===== src/rtl/uart_tx_fifo_cfg_pkg.sv =====
// uart_tx_fifo_cfg_pkg
//   Shared definitions for the configurable UART transmitter: parity-mode
//   codes, transmitter FSM states and small helpers for frame setup.
`timescale 1ns/1ps
package uart_tx_fifo_cfg_pkg;

  typedef enum logic [2:0] {
    PAR_NONE  = 3'd0,
    PAR_EVEN  = 3'd1,
    PAR_ODD   = 3'd2,
    PAR_MARK  = 3'd3,
    PAR_SPACE = 3'd4
  } parity_e;

  typedef enum logic [2:0] {
    ST_IDLE  = 3'd0,
    ST_START = 3'd1,
    ST_DATA  = 3'd2,
    ST_PAR   = 3'd3,
    ST_STOP  = 3'd4,
    ST_GUARD = 3'd5,
    ST_BREAK = 3'd6
  } tx_state_e;

  localparam logic [3:0] MIN_DATA_BITS = 4'd5;

  // Codes 5..7 are reserved and behave as "no parity".
  function automatic parity_e decode_parity(input logic [2:0] code);
    parity_e mode;
    case (code)
      3'd1:    mode = PAR_EVEN;
      3'd2:    mode = PAR_ODD;
      3'd3:    mode = PAR_MARK;
      3'd4:    mode = PAR_SPACE;
      default: mode = PAR_NONE;
    endcase
    return mode;
  endfunction

  function automatic logic [3:0] clamp_dbits(input logic [3:0] req,
                                             input logic [3:0] max_bits);
    logic [3:0] n;
    if (req < MIN_DATA_BITS)  n = MIN_DATA_BITS;
    else if (req > max_bits)  n = max_bits;
    else                      n = req;
    return n;
  endfunction

  function automatic logic parity_bit(input parity_e mode, input logic data_xor);
    logic p;
    case (mode)
      PAR_EVEN: p = data_xor;
      PAR_ODD:  p = ~data_xor;
      PAR_MARK: p = 1'b1;
      default:  p = 1'b0;
    endcase
    return p;
  endfunction

endpackage


===== src/rtl/uart_tx_fifo_cfg_sync_fifo.sv =====
// uart_tx_sync_fifo
//   Single-clock FIFO. Push is ignored when full, pop is ignored when empty;
//   push and pop on the same edge both take effect.
//   Ports: clk, rst_n (async, active low), push_i/data_i (write side),
//          pop_i/data_o (read side, data_o shows the head word),
//          full_o, empty_o, level_o (words held).
`timescale 1ns/1ps
module uart_tx_sync_fifo #(
  parameter int WIDTH = 9,
  parameter int DEPTH = 4
) (
  input  logic                     clk,
  input  logic                     rst_n,
  input  logic                     push_i,
  input  logic [WIDTH-1:0]         data_i,
  input  logic                     pop_i,
  output logic [WIDTH-1:0]         data_o,
  output logic                     full_o,
  output logic                     empty_o,
  output logic [$clog2(DEPTH):0]   level_o
);

  localparam int AW = $clog2(DEPTH);

  logic [WIDTH-1:0] mem_q [DEPTH];
  logic [AW-1:0]    wr_ptr_q, rd_ptr_q;
  logic [AW:0]      level_q;
  logic             do_push, do_pop;

  assign full_o  = (level_q == (AW+1)'(DEPTH));
  assign empty_o = (level_q == '0);
  assign do_push = push_i && !full_o;
  assign do_pop  = pop_i && !empty_o;
  assign data_o  = mem_q[rd_ptr_q];
  assign level_o = level_q;

  // DEPTH is a power of two, so the pointers wrap by natural overflow.
  always_ff @(posedge clk or negedge rst_n) begin
    if (!rst_n) begin
      wr_ptr_q <= '0;
      rd_ptr_q <= '0;
      level_q  <= '0;
    end else begin
      if (do_push) wr_ptr_q <= wr_ptr_q + 1'b1;
      if (do_pop)  rd_ptr_q <= rd_ptr_q + 1'b1;
      case ({do_push, do_pop})
        2'b10:   level_q <= level_q + 1'b1;
        2'b01:   level_q <= level_q - 1'b1;
        default: level_q <= level_q;
      endcase
    end
  end

  always_ff @(posedge clk) begin
    if (do_push) mem_q[wr_ptr_q] <= data_i;
  end

endmodule


===== src/rtl/uart_tx_fifo_cfg.sv =====
// uart_tx_fifo_cfg
//   Runtime-configurable UART transmitter fed by a small input FIFO.
//   Frame format (divisor, data bits, parity, stop bits, guard time) is
//   captured per frame when the word leaves the FIFO.
//   Ports: clk, rst_n (async, active low)
//          s_data/s_valid/s_ready : word input handshake
//          cfg_div/cfg_dbits/cfg_parity/cfg_stop2/cfg_guard : frame format
//          brk        : line break request (level)
//          txd        : serial line, idle high
//          busy       : frame, guard or break in progress
//          frame_done : one-cycle pulse at the end of the last stop bit
//          fifo_level : words waiting in the FIFO
`timescale 1ns/1ps
module uart_tx_fifo_cfg
  import uart_tx_fifo_cfg_pkg::*;
#(
  parameter int MAX_DATA_BITS = 9,
  parameter int DIV_WIDTH     = 16,
  parameter int FIFO_DEPTH    = 4
) (
  input  logic                          clk,
  input  logic                          rst_n,
  input  logic [MAX_DATA_BITS-1:0]      s_data,
  input  logic                          s_valid,
  output logic                          s_ready,
  input  logic [DIV_WIDTH-1:0]          cfg_div,
  input  logic [3:0]                    cfg_dbits,
  input  logic [2:0]                    cfg_parity,
  input  logic                          cfg_stop2,
  input  logic [1:0]                    cfg_guard,
  input  logic                          brk,
  output logic                          txd,
  output logic                          busy,
  output logic                          frame_done,
  output logic [$clog2(FIFO_DEPTH):0]   fifo_level
);

  logic [MAX_DATA_BITS-1:0] fifo_rdata;
  logic                     fifo_full, fifo_empty, fifo_pop;

  uart_tx_sync_fifo #(
    .WIDTH (MAX_DATA_BITS),
    .DEPTH (FIFO_DEPTH)
  ) u_fifo (
    .clk     (clk),
    .rst_n   (rst_n),
    .push_i  (s_valid),
    .data_i  (s_data),
    .pop_i   (fifo_pop),
    .data_o  (fifo_rdata),
    .full_o  (fifo_full),
    .empty_o (fifo_empty),
    .level_o (fifo_level)
  );

  assign s_ready = !fifo_full;

  tx_state_e                state_q, state_d;
  logic [DIV_WIDTH-1:0]     cnt_q, cnt_d;
  logic [DIV_WIDTH-1:0]     div_q, div_d;
  logic [3:0]               dbits_q, dbits_d;
  logic                     par_en_q, par_en_d;
  logic                     par_val_q, par_val_d;
  logic                     stop2_q, stop2_d;
  logic [1:0]               guard_q, guard_d;
  logic [MAX_DATA_BITS-1:0] shreg_q, shreg_d;
  logic [3:0]               bit_idx_q, bit_idx_d;
  logic                     txd_q, txd_d;
  logic                     busy_q, busy_d;
  logic                     done_q, done_d;

  // Frame setup values derived from the live config and FIFO head word.
  logic [3:0]               dbits_eff;
  logic [MAX_DATA_BITS-1:0] used_mask;
  parity_e                  par_mode;
  logic                     bit_end;

  always_comb begin
    dbits_eff = clamp_dbits(cfg_dbits, 4'(MAX_DATA_BITS));
    par_mode  = decode_parity(cfg_parity);
    used_mask = '0;
    for (int unsigned i = 0; i < MAX_DATA_BITS; i++) begin
      used_mask[i] = (i < 32'(dbits_eff));
    end
  end

  assign bit_end = (cnt_q == div_q);

  always_ff @(posedge clk or negedge rst_n) begin
    if (!rst_n) begin
      state_q   <= ST_IDLE;
      cnt_q     <= '0;
      div_q     <= '0;
      dbits_q   <= MIN_DATA_BITS;
      par_en_q  <= 1'b0;
      par_val_q <= 1'b0;
      stop2_q   <= 1'b0;
      guard_q   <= '0;
      shreg_q   <= '0;
      bit_idx_q <= '0;
      txd_q     <= 1'b1;
      busy_q    <= 1'b0;
      done_q    <= 1'b0;
    end else begin
      state_q   <= state_d;
      cnt_q     <= cnt_d;
      div_q     <= div_d;
      dbits_q   <= dbits_d;
      par_en_q  <= par_en_d;
      par_val_q <= par_val_d;
      stop2_q   <= stop2_d;
      guard_q   <= guard_d;
      shreg_q   <= shreg_d;
      bit_idx_q <= bit_idx_d;
      txd_q     <= txd_d;
      busy_q    <= busy_d;
      done_q    <= done_d;
    end
  end

  // Every transition out of a timed state happens on bit_end, where the
  // counter wraps to zero anyway; IDLE and BREAK hold it at zero so the
  // next timed state always starts from a cleared count.
  always_comb begin
    state_d   = state_q;
    cnt_d     = bit_end ? '0 : cnt_q + 1'b1;
    div_d     = div_q;
    dbits_d   = dbits_q;
    par_en_d  = par_en_q;
    par_val_d = par_val_q;
    stop2_d   = stop2_q;
    guard_d   = guard_q;
    shreg_d   = shreg_q;
    bit_idx_d = bit_idx_q;
    txd_d     = txd_q;
    busy_d    = busy_q;
    done_d    = 1'b0;
    fifo_pop  = 1'b0;

    case (state_q)
      ST_IDLE: begin
        cnt_d  = '0;
        txd_d  = 1'b1;
        busy_d = 1'b0;
        if (brk) begin
          state_d = ST_BREAK;
          txd_d   = 1'b0;
          busy_d  = 1'b1;
        end else if (!fifo_empty) begin
          fifo_pop  = 1'b1;
          div_d     = cfg_div;
          dbits_d   = dbits_eff;
          par_en_d  = (par_mode != PAR_NONE);
          par_val_d = parity_bit(par_mode, ^(fifo_rdata & used_mask));
          stop2_d   = cfg_stop2;
          guard_d   = cfg_guard;
          shreg_d   = fifo_rdata;
          state_d   = ST_START;
          txd_d     = 1'b0;
          busy_d    = 1'b1;
        end
      end

      ST_START: begin
        if (bit_end) begin
          txd_d     = shreg_q[0];
          shreg_d   = shreg_q >> 1;
          bit_idx_d = '0;
          state_d   = ST_DATA;
        end
      end

      ST_DATA: begin
        if (bit_end) begin
          if (bit_idx_q == dbits_q - 4'd1) begin
            bit_idx_d = '0;
            if (par_en_q) begin
              txd_d   = par_val_q;
              state_d = ST_PAR;
            end else begin
              txd_d   = 1'b1;
              state_d = ST_STOP;
            end
          end else begin
            txd_d     = shreg_q[0];
            shreg_d   = shreg_q >> 1;
            bit_idx_d = bit_idx_q + 4'd1;
          end
        end
      end

      ST_PAR: begin
        if (bit_end) begin
          txd_d     = 1'b1;
          bit_idx_d = '0;
          state_d   = ST_STOP;
        end
      end

      ST_STOP: begin
        if (bit_end) begin
          if (bit_idx_q == {3'b000, stop2_q}) begin
            done_d    = 1'b1;
            bit_idx_d = '0;
            if (guard_q != 2'd0) begin
              state_d = ST_GUARD;
            end else begin
              state_d = ST_IDLE;
              busy_d  = 1'b0;
            end
          end else begin
            bit_idx_d = bit_idx_q + 4'd1;
          end
        end
      end

      ST_GUARD: begin
        txd_d = 1'b1;
        if (bit_end) begin
          if (bit_idx_q == {2'b00, guard_q - 2'd1}) begin
            state_d = ST_IDLE;
            busy_d  = 1'b0;
          end else begin
            bit_idx_d = bit_idx_q + 4'd1;
          end
        end
      end

      ST_BREAK: begin
        cnt_d  = '0;
        txd_d  = 1'b0;
        busy_d = 1'b1;
        if (!brk) begin
          // Post-break recovery reuses GUARD with a forced single bit time,
          // timed by the divisor in force at release.
          txd_d     = 1'b1;
          div_d     = cfg_div;
          guard_d   = 2'd1;
          bit_idx_d = '0;
          state_d   = ST_GUARD;
        end
      end

      default: begin
        state_d = ST_IDLE;
        cnt_d   = '0;
        txd_d   = 1'b1;
        busy_d  = 1'b0;
      end
    endcase
  end

  assign txd        = txd_q;
  assign busy       = busy_q;
  assign frame_done = done_q;

endmodule


===== config.mk =====
export PLATFORM = sky130hd
export DESIGN_NAME = uart_tx_fifo_cfg
export DESIGN_NICKNAME = d
export VERILOG_FILES = /design/src/rtl/uart_tx_fifo_cfg_pkg.sv /design/src/rtl/uart_tx_fifo_cfg_sync_fifo.sv /design/src/rtl/uart_tx_fifo_cfg.sv
export SDC_FILE = /design/constraint.sdc
export NUM_CORES = 1
export LEC_CHECK = 0
export ABC_AREA = 1
export CELL_PAD_IN_SITES_DETAIL_PLACEMENT = 0
export CELL_PAD_IN_SITES_GLOBAL_PLACEMENT = 1
export CORE_UTILIZATION = 38
export DETAILED_ROUTE_END_ITERATION = 10
export HOLD_SLACK_MARGIN = 0.03
export PLACE_DENSITY = 0.72
export SETUP_SLACK_MARGIN = 0.2
export SLEW_MARGIN = 15
export SYNTH_ARGS = -nofsm -noshare
export SYNTH_HDL_FRONTEND = slang
export SYNTH_HIERARCHICAL = 1
export SYNTH_SLANG_ARGS = --single-unit

===== constraint.sdc =====
create_clock -name clk -period 5.6 [get_ports clk]
set_clock_uncertainty 0.1 [all_clocks]
set_input_delay 1.12 -clock clk [delete_from_list [all_inputs] [get_ports clk]]
set_output_delay 1.12 -clock clk [all_outputs]
set_load 0.01 [all_outputs]

Word-level counts from Yosys, hierarchy flattened --
Memory sizes are Yosys's and may differ from the RTL's. Cells that the tools add are included.
Storage, ports and cells: logic and storage cells 169, flip-flop bits (word level) 67, memories kept 1, memory bits (writable) 36, input bits 39
Memories:
- u_fifo.mem_q | words 4, bits a word 9, rd ports 1, clocked after Yosys merged registers in 0, write ports 1, RTL line uart_tx_fifo_cfg_sync_fifo.sv:25 | logic [WIDTH-1:0] mem_q [DEPTH];
Operators by class: add/subtract/negate cells 8, bitwise operators 6, equality and inequality tests 36, muxes and demuxes 68, order comparisons 11, reductions and logical operators 23
Operator list (number):
- $mux 16 | 5
- $mux 9 | 5
- $mux 4 | 10
- $mux 3 | 13
- $pmux 16 s2 | 1
- $ne 2x2->1 const B | 14
- $pmux 9 s3 | 1
- $mux 1 | 22
- $pmux 3 s7 | 1
- $pmux 4 s5 | 1
- $eq 3x2->1 const B | 6
- $add 16x1->16 const B | 1
- $eq 16x16->1 | 1
- $lt 3x4->1 const A | 4
- $eq 3x3->1 const B | 5
- $pmux 3 s4 | 1
- $reduce_and 6->1 | 2
- $reduce_and 10->1 | 1
- $and 9x9->9 | 1
- $eq 3x1->1 const B | 3
- $reduce_xor 9->1 | 1
- $lt 1x4->1 const A | 2
- $lt 2x4->1 const A | 2
- $reduce_and 4->1 | 2
- other kinds (34) | 47

Longest topological paths before layout --
word-level depth 8, depth in mapped cells 17, depth with buffers taken out 16

Cells and area by module --
The synthesis kept the hierarchy.
Modules (own cells, without submodules):
- uart_tx_fifo_cfg | instances 1, cells an instance 540, area each 3794.9 µm², seq. area each 1505.2 µm²
- uart_tx_sync_fifo | instances 1, cells an instance 165, area each 1885.6 µm², seq. area each 1256.2 µm²

Worst setup path after synthesis --
Ideal clock, no wire load.
path type input to register, start in brk, end reg u_fifo.level_q[2], in the netlist u_fifo/level_o[2], stages 12, buffers on the path 0, arrival time 2447 ps, path slack 2936 ps, cell sequence nor2_1 > inv_1 > nor2_2 > nand2_1 > inv_1 > ha_1 > inv_1 > fa_1 > nand2_1 > nand3_1 > nand2_1 > nand2_1
Between the ends: word-level cells in the longest chain between the ends 5, elaborated cells between the ends (all ways) 7, those cells by class eq/ne: 2; mux: 3; reduce/logical: 2
RTL lines:
- start, declared | RTL line uart_tx_fifo_cfg.sv:31 | input logic brk,
- $mux 1 * | RTL line uart_tx_fifo_cfg.sv:145 | if (brk) begin
- $mux 1 * | RTL line uart_tx_fifo_cfg.sv:140 | case (state_q)
- via fifo_pop | RTL line uart_tx_fifo_cfg.sv:39 | logic fifo_full, fifo_empty, fifo_pop;
- $logic_and 1x1->1 * | RTL line uart_tx_fifo_cfg_sync_fifo.sv:33 | assign do_pop = pop_i && !empty_o;
- via u_fifo.do_pop | RTL line uart_tx_fifo_cfg_sync_fifo.sv:28 | logic do_push, do_pop;
- $eq 2x1->1 / $eq 2x2->1 (equally long branches) | RTL line uart_tx_fifo_cfg_sync_fifo.sv:46 | case ({do_push, do_pop})
- $pmux 3 s2 / $reduce_bool 2->1 (equally long branches)
- end signal, assigned | RTL line uart_tx_fifo_cfg_sync_fifo.sv:47 | 2'b10: level_q <= level_q + 1'b1;
- end signal, assigned | RTL line uart_tx_fifo_cfg_sync_fifo.sv:48 | 2'b01: level_q <= level_q - 1'b1;
- end signal, assigned | RTL line uart_tx_fifo_cfg_sync_fifo.sv:49 | default: level_q <= level_q;
- end, declared | RTL line uart_tx_fifo_cfg_sync_fifo.sv:27 | logic [AW:0] level_q;
The timed path passes the listed nets; every way through them passes the cells marked *. A chain may end at the register's enable or synchronous reset.

Worst setup path in the final report --
Same ends and word-level chain as after synthesis.

==> run summary <==
Status: finished, final reports clean
Ys Warns: 6
Top-count cell post-synth: nand2_1
DRC violations left: 0
Die ar.: 15,440 sq um
DRC marker count from the first detailed-route iteration: 268
Number of synthesized register bits: 103
Post-synth top area cell: dfrtp_1
Synth top area share: 28.19%
Pwr Total: 3.524 mW
Vias: 4,445
CTS Sinks: 103
Post-Syn Nets: 754
Asr flop ratio synth: 65.05%
CTS tree: done
Die Span Y: 124.3 um
Worst setup EP type: register
Final Wtd Congestion: 0.8001
Worst R2R Setup Slack: 2.96 ns
Final Worst Setup Slack: 2.554 ns
TritonCTS buffer count: 9
Synth top cells by count: nand2_1, inv_1, dfrtp_1, nor2_1, nand3_1
EDFF count, synth: 36
# H-tree levels: 3
Post-Synthesis Cells: 705
Initial antenna violation count: 0
Setup CP Type: primary input to register
Place WS: 2.171 ns
Vias/cell: 4.734
Post_cts resized: 0
# setup viols final: 0
Row count: 44
Pin count of the biggest net entering global routing: 68
Leakage power: 3.097 nW
Hold buffers post-CTS: 0
Fin crit share: 54.40%
Peak supply drop: 0.2274 mV
Syn Std Cell Area: 5680 sq um
Port bufs: 45
IO Pins: 46
Final Hold Viols: 0
Residual overflow from global routing: 0
Synth-to-Final Area Change: 15.95%
Synth unique cells: 37
Ys flop type: dfrtp_1
Drt pass-1 iters: 4
Share of layout cells above drive strength 1: 8.742%
Unrepaired setup endpoints after global routing: false
Seq/Total Area, Yosys: 48.61%
Final Critical Period: 3.046 ns
Routed WL: 11,700 um
Final nets: 799
Synth top area cells: dfrtp_1, edfxtp_1, nand2_1, inv_1, nand3_1
Final ANT Viol Nets: 0
# Post-CTS Setup Buffers: 0
Crit path max fanout: 10
Core box area: 14,530 sq um
First-pass GRT wire length: 20,340 um
GRT Resource Usage Total: 16.24%
Mean Syn Cell Area: 8.057 sq um
Clock transition at path regs: 0.08 ns
Worst-skew pair later-pin latency: 0.36 ns
Fmax: 328.3 MHz
Fin. max-slew vios: 0
Wire per inst: 12.46 um
Crit start category: primary input
Sum Neg Setup Slack: 0 ns
Die X: 124.3 um
Cell Count Post-Placement: 923
Root Buffer: clkbuf_16
Max-cap viol count: 0
Slew @ Worst Pin: 0.9719 ns
Initial Util: 39.08%
Slew HR: 34.77%
Deepest clock path buffer count: 2
Hold Crit Class: register to register
Data required time at the worst endpoint: 5.76 ns
Antenna Cells: 0
Pwr dens: 535.0 nW/um^2
Layout Cells excl Fill: 939
WP data arrival: 3.20 ns
DP HPWL: 8303 um
Vias in the first global route: 4,301
==> through the flow <==
step / area (sq um) / util (%) / hold slack, ns
after global routing: 6586 / 45.32 / 0.4172
after global placement: 6270 / 43.14 / 0.3779
after floorplan: 5680 / - / 0.3439
after CTS: 6586 / 45.32 / 0.4063
after detailed placement: 6270 / 43.14 / 0.3945
final: 6586 / 45.32 / 0.3953
==> cells in the final DEF, fill, tap and decap left out, types with 2 or more instances in the layout <==
cell             instances
nor2_4                   2
clkdlybuf4s50_1         44
dfrtp_1                 64
nor3_2                   5
inv_12                   2
nor2_2                   8
nand3b_1                 2
inv_8                    3
nand2_2                  3
inv_2                   17
edfxtp_1                36
xor2_1                  14
nand2_1                216
nand3_1                 43
nand4_1                 10
nor3_1                   9
nor2_1                  47
inv_1                  107
nand3_2                  3
o211ai_1                19
a21oi_4                  2
ha_1                     9
o21ai_1                 28
dfstp_2                  3
buf_4                    2
xnor2_1                  9
a21oi_1                  5
clkbuf_16                9
o21ai_0                 21
==> routing by layer <==
metal | vias to the layer above | track usage [%] | part of all wire [%]
li1 | 2330 | - | -
met1 | 2056 | 21.90 | 50
met2 | 50 | 26.06 | 45
met3 | 9 | 3.737 | 2.9
met4 | 0 | 4.536 | 1.2
met5 | - | 0 | 0
==> where the power goes <==
| group | leakage, nW | internal (mW) | total, mW | switching, mW |
|---|---|---|---|---|
| Sequential | 1.18 | 1.03 | 1.20 | 0.170 |
| Clock | 0.155 | 0.329 | 0.667 | 0.338 |
| Combinational | 1.76 | 0.596 | 1.65 | 1.06 |
| Total | 3.10 | 1.96 | 3.52 | 1.56 |
==> critical path, cell delays in order <==
cell and delay (ns):
clkdlybuf4s50_1 0.42, nor2_1 0.10, inv_1 0.06, nor2_2 0.37, nand2_1 0.14, inv_1 0.08, ha_1 0.16, inv_1 0.07
fa_1 0.39, nand2_1 0.10, nand3_1 0.08, nand2_1 0.07, nand2_1 0.05
==> cells by family after synthesis <==
group           Yosys count  share of synthesized area (%)
compound gates           79                          8.392
simple gates            352                          27.07
buf+inv                 138                          10.04
flops                   103                          48.61
fa+ha+maj                10                          2.335
xor+xnor                 23                          3.546
==> final cells by class <==
type	count	area [sq um]
multi-input cells	464	2349
repair buffers	47	460.4
inverters	125	469.2
fillers	1435	7948
clock inverters	7	91.34
well taps	184	230.2
flip-flops and latches	103	2761
clock buffers	9	225.2
==> final timing paths <==
kind / start / endpoint / cells after the start
worst max-delay path: brk / u_fifo/level_o[2] / 13
worst min-delay path: txd / txd / 2
min in group asynchronous: rst_n / div_q[9] / 2
worst min register to register: txd / txd / 2
worst max register to register: state_q[0] / u_fifo/level_o[2] / 14
max in group asynchronous: rst_n / guard_q[0] / 2
==> state kept, by name, indices dropped and copies added, names as in the netlist <==
signal and count:
u_fifo/wr_ptr_q 2, frame_done 1, u_fifo/level_o 3, u_fifo/mem_q 36, busy 1, par_val_q 1, guard_q 2, dbits_q 4
shreg_q 9, par_en_q 1, bit_idx_q 4, u_fifo/rd_ptr_q 2, stop2_q 1, state_q 3, cnt_q 16, txd 1
div_q 16
Power figures use the tool's default switching activity.
